File: config.mk
export PLATFORM = sky130hd
export DESIGN_NAME = seq_alu_unit
export DESIGN_NICKNAME = d
export VERILOG_FILES = /design/src/rtl/seq_alu_unit.sv
export SDC_FILE = /design/constraint.sdc
export NUM_CORES = 1
export LEC_CHECK = 0
export BUFFER_PORTS_ARGS = -buffer_cell sky130_fd_sc_hd__buf_2
export CAP_MARGIN = 0
export CORE_MARGIN = 2
export CORE_UTILIZATION = 64
export DETAILED_ROUTE_END_ITERATION = 6
export GPL_ROUTABILITY_DRIVEN = 1
export HOLD_SLACK_MARGIN = 0.12
export PLACE_DENSITY = 0.86
export SLEW_MARGIN = 20
export SYNTH_ARGS = -nofsm -noshare
export SYNTH_HDL_FRONTEND = slang
export SYNTH_SLANG_ARGS = --single-unit
File: constraint.sdc
create_clock -name CLK -period 6.9 [get_ports CLK]
set_input_delay 1.38 -clock CLK [delete_from_list [all_inputs] [get_ports CLK]]
set_output_delay 1.38 -clock CLK [all_outputs]
set_load 0.02 [all_outputs]
File: src/rtl/seq_alu_unit.sv
// seq_alu_unit: sequential handshaked ALU (add, and, shift-add multiply, increment), one op in flight.
// Latency: 1 cycle accept->Out_Valid for add/and/inc, Width+1 cycles for multiply.
// Backpressure: In_Ready low while busy; Out/Out_Valid held until Out_Ready, In_Ready returns the cycle after retirement.
//
// Ports:
//   CLK, RST            clock, synchronous active-low reset
//   A, B, Sel           operands and opcode (00 add, 01 and, 10 mul, 11 inc A), latched on accept
//   In_Valid/In_Ready   request handshake
//   Out/Out_Valid       2*Width result, zero-extended, with valid
//   Out_Ready           result consumer ready
//   Zero, Carry         result flags, present only when SEQ_ALU_FLAGS_EN is defined
module seq_alu_unit #(
  parameter int Width = 8
) (
  input  logic               CLK,
  input  logic               RST,
  input  logic [Width-1:0]   A,
  input  logic [Width-1:0]   B,
  input  logic [1:0]         Sel,
  input  logic               In_Valid,
  output logic               In_Ready,
  output logic [2*Width-1:0] Out,
  output logic               Out_Valid,
  input  logic               Out_Ready
`ifdef SEQ_ALU_FLAGS_EN
  ,
  output logic               Zero,
  output logic               Carry
`endif
);

  localparam int CW = $clog2(Width + 1);

  typedef enum logic [1:0] {
    S_IDLE = 2'd0,
    S_MUL  = 2'd1,
    S_DONE = 2'd2
  } state_t;

  state_t             r_state, w_state_nxt;
  logic [Width-1:0]   r_a, w_a_nxt;
  logic [Width-1:0]   r_b, w_b_nxt;
  logic [2*Width-1:0] r_acc, w_acc_nxt;
  logic [2*Width-1:0] r_out, w_out_nxt;
  logic [CW-1:0]      r_cnt, w_cnt_nxt;

  logic               w_accept;
  logic               w_mul_last;
  logic [Width:0]     w_sum;
  logic [Width:0]     w_inc;
  logic [2*Width-1:0] w_op_res;
  logic [2*Width-1:0] w_pp;
  logic [2*Width-1:0] w_acc_add;

  assign w_accept   = In_Valid && (r_state == S_IDLE);
  assign w_mul_last = (r_state == S_MUL) && (r_cnt == CW'(Width - 1));

  assign w_sum = {1'b0, A} + {1'b0, B};
  assign w_inc = {1'b0, A} + {{Width{1'b0}}, 1'b1};

  // Partial product for this iteration: A weighted by the bit position being consumed.
  // r_b is shifted right each cycle, so its LSB is always the bit at position r_cnt.
  assign w_pp      = {{Width{1'b0}}, r_a} << r_cnt;
  assign w_acc_add = r_acc + (r_b[0] ? w_pp : '0);

  always_comb begin
    w_op_res = '0;
    case (Sel)
      2'b00:   w_op_res = {{(Width-1){1'b0}}, w_sum};
      2'b01:   w_op_res = {{Width{1'b0}}, A & B};
      2'b11:   w_op_res = {{(Width-1){1'b0}}, w_inc};
      default: w_op_res = '0;
    endcase
  end

  always_comb begin
    w_state_nxt = r_state;
    w_a_nxt     = r_a;
    w_b_nxt     = r_b;
    w_acc_nxt   = r_acc;
    w_cnt_nxt   = r_cnt;
    w_out_nxt   = r_out;
    In_Ready    = 1'b0;
    Out_Valid   = 1'b0;
    case (r_state)
      S_IDLE: begin
        In_Ready = 1'b1;
        if (w_accept) begin
          w_a_nxt = A;
          w_b_nxt = B;
          if (Sel == 2'b10) begin
            w_acc_nxt   = '0;
            w_cnt_nxt   = '0;
            w_state_nxt = S_MUL;
          end else begin
            w_out_nxt   = w_op_res;
            w_state_nxt = S_DONE;
          end
        end
      end
      S_MUL: begin
        w_acc_nxt = w_acc_add;
        w_b_nxt   = r_b >> 1;
        w_cnt_nxt = r_cnt + 1'b1;
        if (w_mul_last) begin
          w_out_nxt   = w_acc_add;
          w_state_nxt = S_DONE;
        end
      end
      S_DONE: begin
        Out_Valid = 1'b1;
        if (Out_Ready) w_state_nxt = S_IDLE;
      end
      default: w_state_nxt = S_IDLE;
    endcase
  end

  always_ff @(posedge CLK) begin
    if (!RST) begin
      r_state <= S_IDLE;
      r_a     <= '0;
      r_b     <= '0;
      r_acc   <= '0;
      r_cnt   <= '0;
      r_out   <= '0;
    end else begin
      r_state <= w_state_nxt;
      r_a     <= w_a_nxt;
      r_b     <= w_b_nxt;
      r_acc   <= w_acc_nxt;
      r_cnt   <= w_cnt_nxt;
      r_out   <= w_out_nxt;
    end
  end

  assign Out = r_out;

`ifdef SEQ_ALU_FLAGS_EN
  logic r_zero;
  logic r_carry;
  logic w_op_carry;

  // Only add and inc can carry out of the low Width bits.
  assign w_op_carry = (Sel == 2'b00) ? w_sum[Width] :
                      (Sel == 2'b11) ? w_inc[Width] : 1'b0;

  always_ff @(posedge CLK) begin
    if (!RST) begin
      r_zero  <= 1'b0;
      r_carry <= 1'b0;
    end else if (w_accept && (Sel != 2'b10)) begin
      r_zero  <= (w_op_res == '0);
      r_carry <= w_op_carry;
    end else if (w_mul_last) begin
      r_zero  <= (w_acc_add == '0);
      r_carry <= 1'b0;
    end
  end

  assign Zero  = r_zero;
  assign Carry = r_carry;
`endif

endmodule

**Yosys cells after proc, flatten, opt, wreduce, memory -nomap -nowiden**

Cells that the tools add are included.

- Output and inout port bits: 18
- Input port bits: 22
- Word-level logic and storage cells: 54
- Bits in registers: 54

- Shifts and indexed selects: 1
- Bitwise logic cells: 1
- Equal/unequal tests: 11
- $add $sub $neg: 4
- Multiplexer cells: 21
- Reduce and logical (&&, ||, !) cells: 10

Operators with widths:

| kind | number |
|---|---|
| two-way mux 16 bit | 6 |
| case mux 16 bit (2 select lines) | 2 |
| case mux 9 bit (3 select lines) | 1 |
| adder 16 bit | 1 |
| case mux 8 bit (2 select lines) | 1 |
| left shift 8 x 4 -> 16 bit | 1 |
| adder 8 x 1 -> 9 bit (second input constant) | 1 |
| adder 8 x 8 -> 9 bit | 1 |
| bitwise AND 8 bit | 1 |
| two-way mux 2 bit | 4 |
| two-way mux 4 bit | 2 |
| two-way mux 8 bit | 1 |
| inequality test 2 bit (second input constant) | 4 |
| case mux 4 bit (2 select lines) | 1 |
| == test 2 bit (second input constant) | 3 |
| case mux 2 bit (3 select lines) | 1 |
| AND reduction 3 bit | 2 |
| adder 4 x 1 -> 4 bit (second input constant) | 1 |
| == test 2 x 1 -> 1 bit (second input constant) | 2 |
| == test 4 x 3 -> 1 bit (second input constant) | 1 |
| zero test 2 bit | 2 |
| AND reduction 2 bit | 2 |
| AND reduction 4 bit | 1 |
| logical AND 1 bit | 2 |
| 3 further kinds | 4 |

**Logic depth before layout (Yosys ltp)**

- Word-level depth: 5
- Gate-level depth with buffers: 16

**Least setup slack after synthesis**

Ideal clock, no wire load.

- Path kind: input port to flip-flop
- From: input port Sel[0]
- To: register r_out[8] (netlist: Out[8])
- Setup time: 0.125 ns
- Arrival: 3.301 ns
- Buffers on the path: 0
- Cell stages on the path: 12
- Slack: 3.474 ns
- Cells stage by stage: ha_1 > or2_2 > ha_1 > inv_1 > fa_1 > nor2b_1 > o21a_1 > o21ai_0 > a21oi_1 > o21a_1 > o211ai_1 > a31oi_1

- Longest elaborated chain between the ends: 5

Ends and longest elaborated chain:

| element | RTL line | source |
|---|---|---|
| start: declaration | 19 | `input logic [1:0] Sel,` |
| == test 2 bit, or another cell as far along | 68 | `case (Sel)` |
| case mux 9 bit (3 select lines) | 68 |  |
| two-way mux 16 bit | 91 | `if (Sel == 2'b10) begin` |
| two-way mux 16 bit | 88 | `if (w_accept) begin` |
| case mux 16 bit (2 select lines) | 85 | `case (r_state)` |
| end signal: assignment | 132 | `r_out <= w_out_nxt;` |
| end: declaration | 44 | `logic [2*Width-1:0] r_out, w_out_nxt;` |

Several ways; a longest one is shown, not always the timed one. The select of a mux whose other input is x is not followed.
A chain may end at the register's enable or synchronous reset.

**Worst setup path in the final report**

- From: register r_cnt[1]
- To: register r_acc[12]

- Longest elaborated chain between the ends: 4

Ends and longest elaborated chain:

| element | RTL line | source |
|---|---|---|
| start: declaration | 45 | `logic [CW-1:0] r_cnt, w_cnt_nxt;` |
| start signal: assignment | 131 | `r_cnt <= w_cnt_nxt;` |
| left shift 8 x 4 -> 16 bit | 63 | `assign w_pp = {{Width{1'b0}}, r_a} << r_cnt;` |
| two-way mux 16 bit | 64 | `assign w_acc_add = r_acc + (r_b[0] ? w_pp : '0);` |
| adder 16 bit | 64 |  |
| case mux 16 bit (2 select lines) | 85 |  |
| end signal: assignment | 130 | `r_acc <= w_acc_nxt;` |
| end: declaration | 43 | `logic [2*Width-1:0] r_acc, w_acc_nxt;` |

Every way passes these cells.

==> run_results.csv <==
group,metric,value,unit
clock_network,clockBufferDepth,2,
floorplan,fp.coreArea,5610,um2
detailed_routing,drtAntennaViolNets,0,
sta,whs,0.459,ns
yosys,synth_edf_count,0,
yosys,ys_ff_latch,54,
layout,drive_gt1_share,13.0,%
clock_network,path_clk_slew,0.10,ns
detailed_routing,drtIter0Drc,419,
grt,antenna_found_initial,0,
layout,fin_util,72.4,%
yosys,yosys_warnings,0,
grt,grt_max_degree,32,
detailed_routing,viasPerCell,6.37,
yosys,yosysTopAreaCell,"dfxtp_1",
grt,grt_pass1_vias,3403,
setup_path,crit_required,7.11,ns
yosys,synthFlopType,"dfxtp_1",
clock_network,cts_setup_buffers,0,
grt,grt_remaining_overflow,0,
clock_network,htree_levels,2,
setup_path,path_max_fanout,19,
setup_path,slowest_delay,0.80,ns
detailed_routing,dr.pass1.iters,5,
setup_path,path_common_cell,"o21ai_0",
floorplan,die_y,80.7,um
sta,rsz0062_at_grt,"no",
sta,tightest_slew,0.975,ns
clock_network,cts_buffers,5,
sta,slew_viol_final,0,
sta,setup_viol,0,
sta,fin_setup_tns,0,ns
place,portBuffers,39,
setup_path,critical_path.top_delay_family,"compound AO/OA/AOI/OAI gates",
power_and_ir_drop,vdd_drop_max,0.000121,V
floorplan,die_w,80.7,um
power_and_ir_drop,p_leak,1.71,nW
sta,finClkSkew,0.00865,ns
layout,area_growth,7.85,%
yosys,yosys-top-cells-area,"dfxtp_1 (29%), ha_1 (9.3%), nand2_1 (8.2%), a21oi_1 (4.8%), o21ai_0 (4.4%)",
clock_network,clkSinkCount,54,
sta,finalHoldViolations,0,
sta,setup_slack,2.89,ns
grt,grt_usage,31.7,%
yosys,synth.net_count,537,
sta,period_share,58.1,%
yosys,avgSynthCellArea,7.76,um2
layout,final_cell_mix,"nand2_1 (82), dfxtp_1 (54), buf_2 (39)",
grt,grt_pass1_wl,16.0,mm
clock_network,cts.hold.buffers_added,0,
clock_network,clk_latency,0.32,ns
setup_path,worstPathArrival,4.22,ns
clock_network,post_cts_resized,0,
yosys,syn_inst,485,
layout,final_nets,558,
yosys,async_flop_share,0,%
setup_path,end_kind,"flip-flop",
power_and_ir_drop,fin_total_pwr,0.711,mW
sta,maxSlewHeadroom,34.9,%
setup_path,crit_chain,"mux2i_1, o21ai_0, nor3b_1, ha_1, a21o_1, a21oi_1, o21ai_0, a2111oi_0, nor3_1, xor2_1, a22o_1",
setup_path,critPathSlowestCell,"dfxtp_1",
place,gp_congestion,0.906,
flow_run,maxCapViolCount,0,
floorplan,initial_core_util,67.1,%
power_and_ir_drop,power.density,175,nW/um2
setup_path,cp-start-kind,"flip-flop",
floorplan,fp.dieArea,6510,um2
setup_path,path_buf_inv,0,
setup_path,crit_type,"reg -> reg",
floorplan,io_pins,40,
sta,min_period,4.01,ns
layout,final_common_cell,"nand2_1",
layout,diodes,0,
floorplan,rows,27,
worst_hold_path,hold_class,"reg -> reg",
yosys,ys_types,59,
clock_network,cts_tree,"done",
place,dp_slack,3.10,ns
sta,max_freq,250,MHz
detailed_routing,drt-total-wl,9.94,mm
yosys,yosysSeqAreaShare,28.7,%
place,dp.final_hpwl,7.45,mm
detailed_routing,num_vias,3690,
clock_network,cts-root-buf,"clkbuf_8",
run_status,status,"complete, no violations",
detailed_routing,wire_per_inst,17.2,um
detailed_routing,drc,0,
yosys,synth.cell_area,3760,um2
yosys,yosysTopAreaCellShare,28.7,%
-- through the flow --
stage          cells  cell area (um2)
2_1_floorplan    485             3760
3_3_place_gp     571             3950
3_5_place_dp     571             3950
4_1_cts          579             4060
5_1_grt          579             4060
6_report         579             4060
-- area by class of cell --
cell class                 count  area [um2]
clock buffer                   5        68.8
clock inverter                 3        43.8
fill                         451        1550
tap                           72        90.1
multi-input combinational    389        2510
sequential                    54        1080
inverter                      15        56.3
timing repair buffer          41         210
-- cells in the mapped netlist (8+ instances only) --
| cell | n |
|---|---|
| o21ai_0 | 33 |
| a31oi_1 | 8 |
| inv_1 | 15 |
| ha_1 | 28 |
| nand2_1 | 82 |
| dfxtp_1 | 54 |
| a311oi_1 | 8 |
| a22oi_1 | 8 |
| nor2_1 | 35 |
| nor3_1 | 10 |
| nand3_1 | 16 |
| clkbuf_1 | 22 |
| nor2b_1 | 20 |
| xor2_1 | 10 |
| a21oi_1 | 36 |
-- worst min-delay path, delay by kind of cell (launching register included) --
| kind | cells | cell delay [ns] |
|---|---|---|
| DFF | 1 | 0.33 |
| and+or+nand+nor | 2 | 0.09 |
-- where the power goes --
group | leakage, nW | total (mW) | switching [mW] | internal (mW)
combinational | 1.22 | 0.148 | 0.0941 | 0.0541
sequential | 0.440 | 0.341 | 0.0142 | 0.327
clock | 0.0585 | 0.221 | 0.112 | 0.109
total | 1.71 | 0.711 | 0.221 | 0.490
-- state kept, by name, summed over array words and instances, names as in the netlist --
name     count
Out         16
r_acc       16
r_a          8
r_b          8
r_cnt        4
r_state      2
-- worst paths after layout --
kind / startpoint / endpoint / slack (ns) / cells past startpoint
setup / recovery: r_cnt[1]$_SDFFE_PN0P_ / r_acc[12]$_SDFFE_PN0P_ / 2.89 / 11
hold / removal: r_acc[11]$_SDFFE_PN0P_ / r_acc[11]$_SDFFE_PN0P_ / 0.46 / 2
hold reg to reg: r_acc[11]$_SDFFE_PN0P_ / r_acc[11]$_SDFFE_PN0P_ / 0.46 / 2
setup reg to reg: r_cnt[1]$_SDFFE_PN0P_ / r_acc[12]$_SDFFE_PN0P_ / 2.89 / 11
-- cells by family after synthesis --
kind of cell / synth area share, %
AOI/OAI and AO/OA: 24.3
xor gates and xnor gates: 3.96
adders and majority gates: 10.4
buffers and inverters: 4.62
DFF: 28.7
muxes: 5.15
and+or+nand+nor: 22.8
-- layer usage --
layer | part of all wire, % | global-route usage, %
met1 | 45 | 43.2
met2 | 45 | 49.8
met3 | 6.9 | 6.29
met4 | 2.4 | 11.5
met5 | 0 | 0
(Power assumes the default switching activity.)
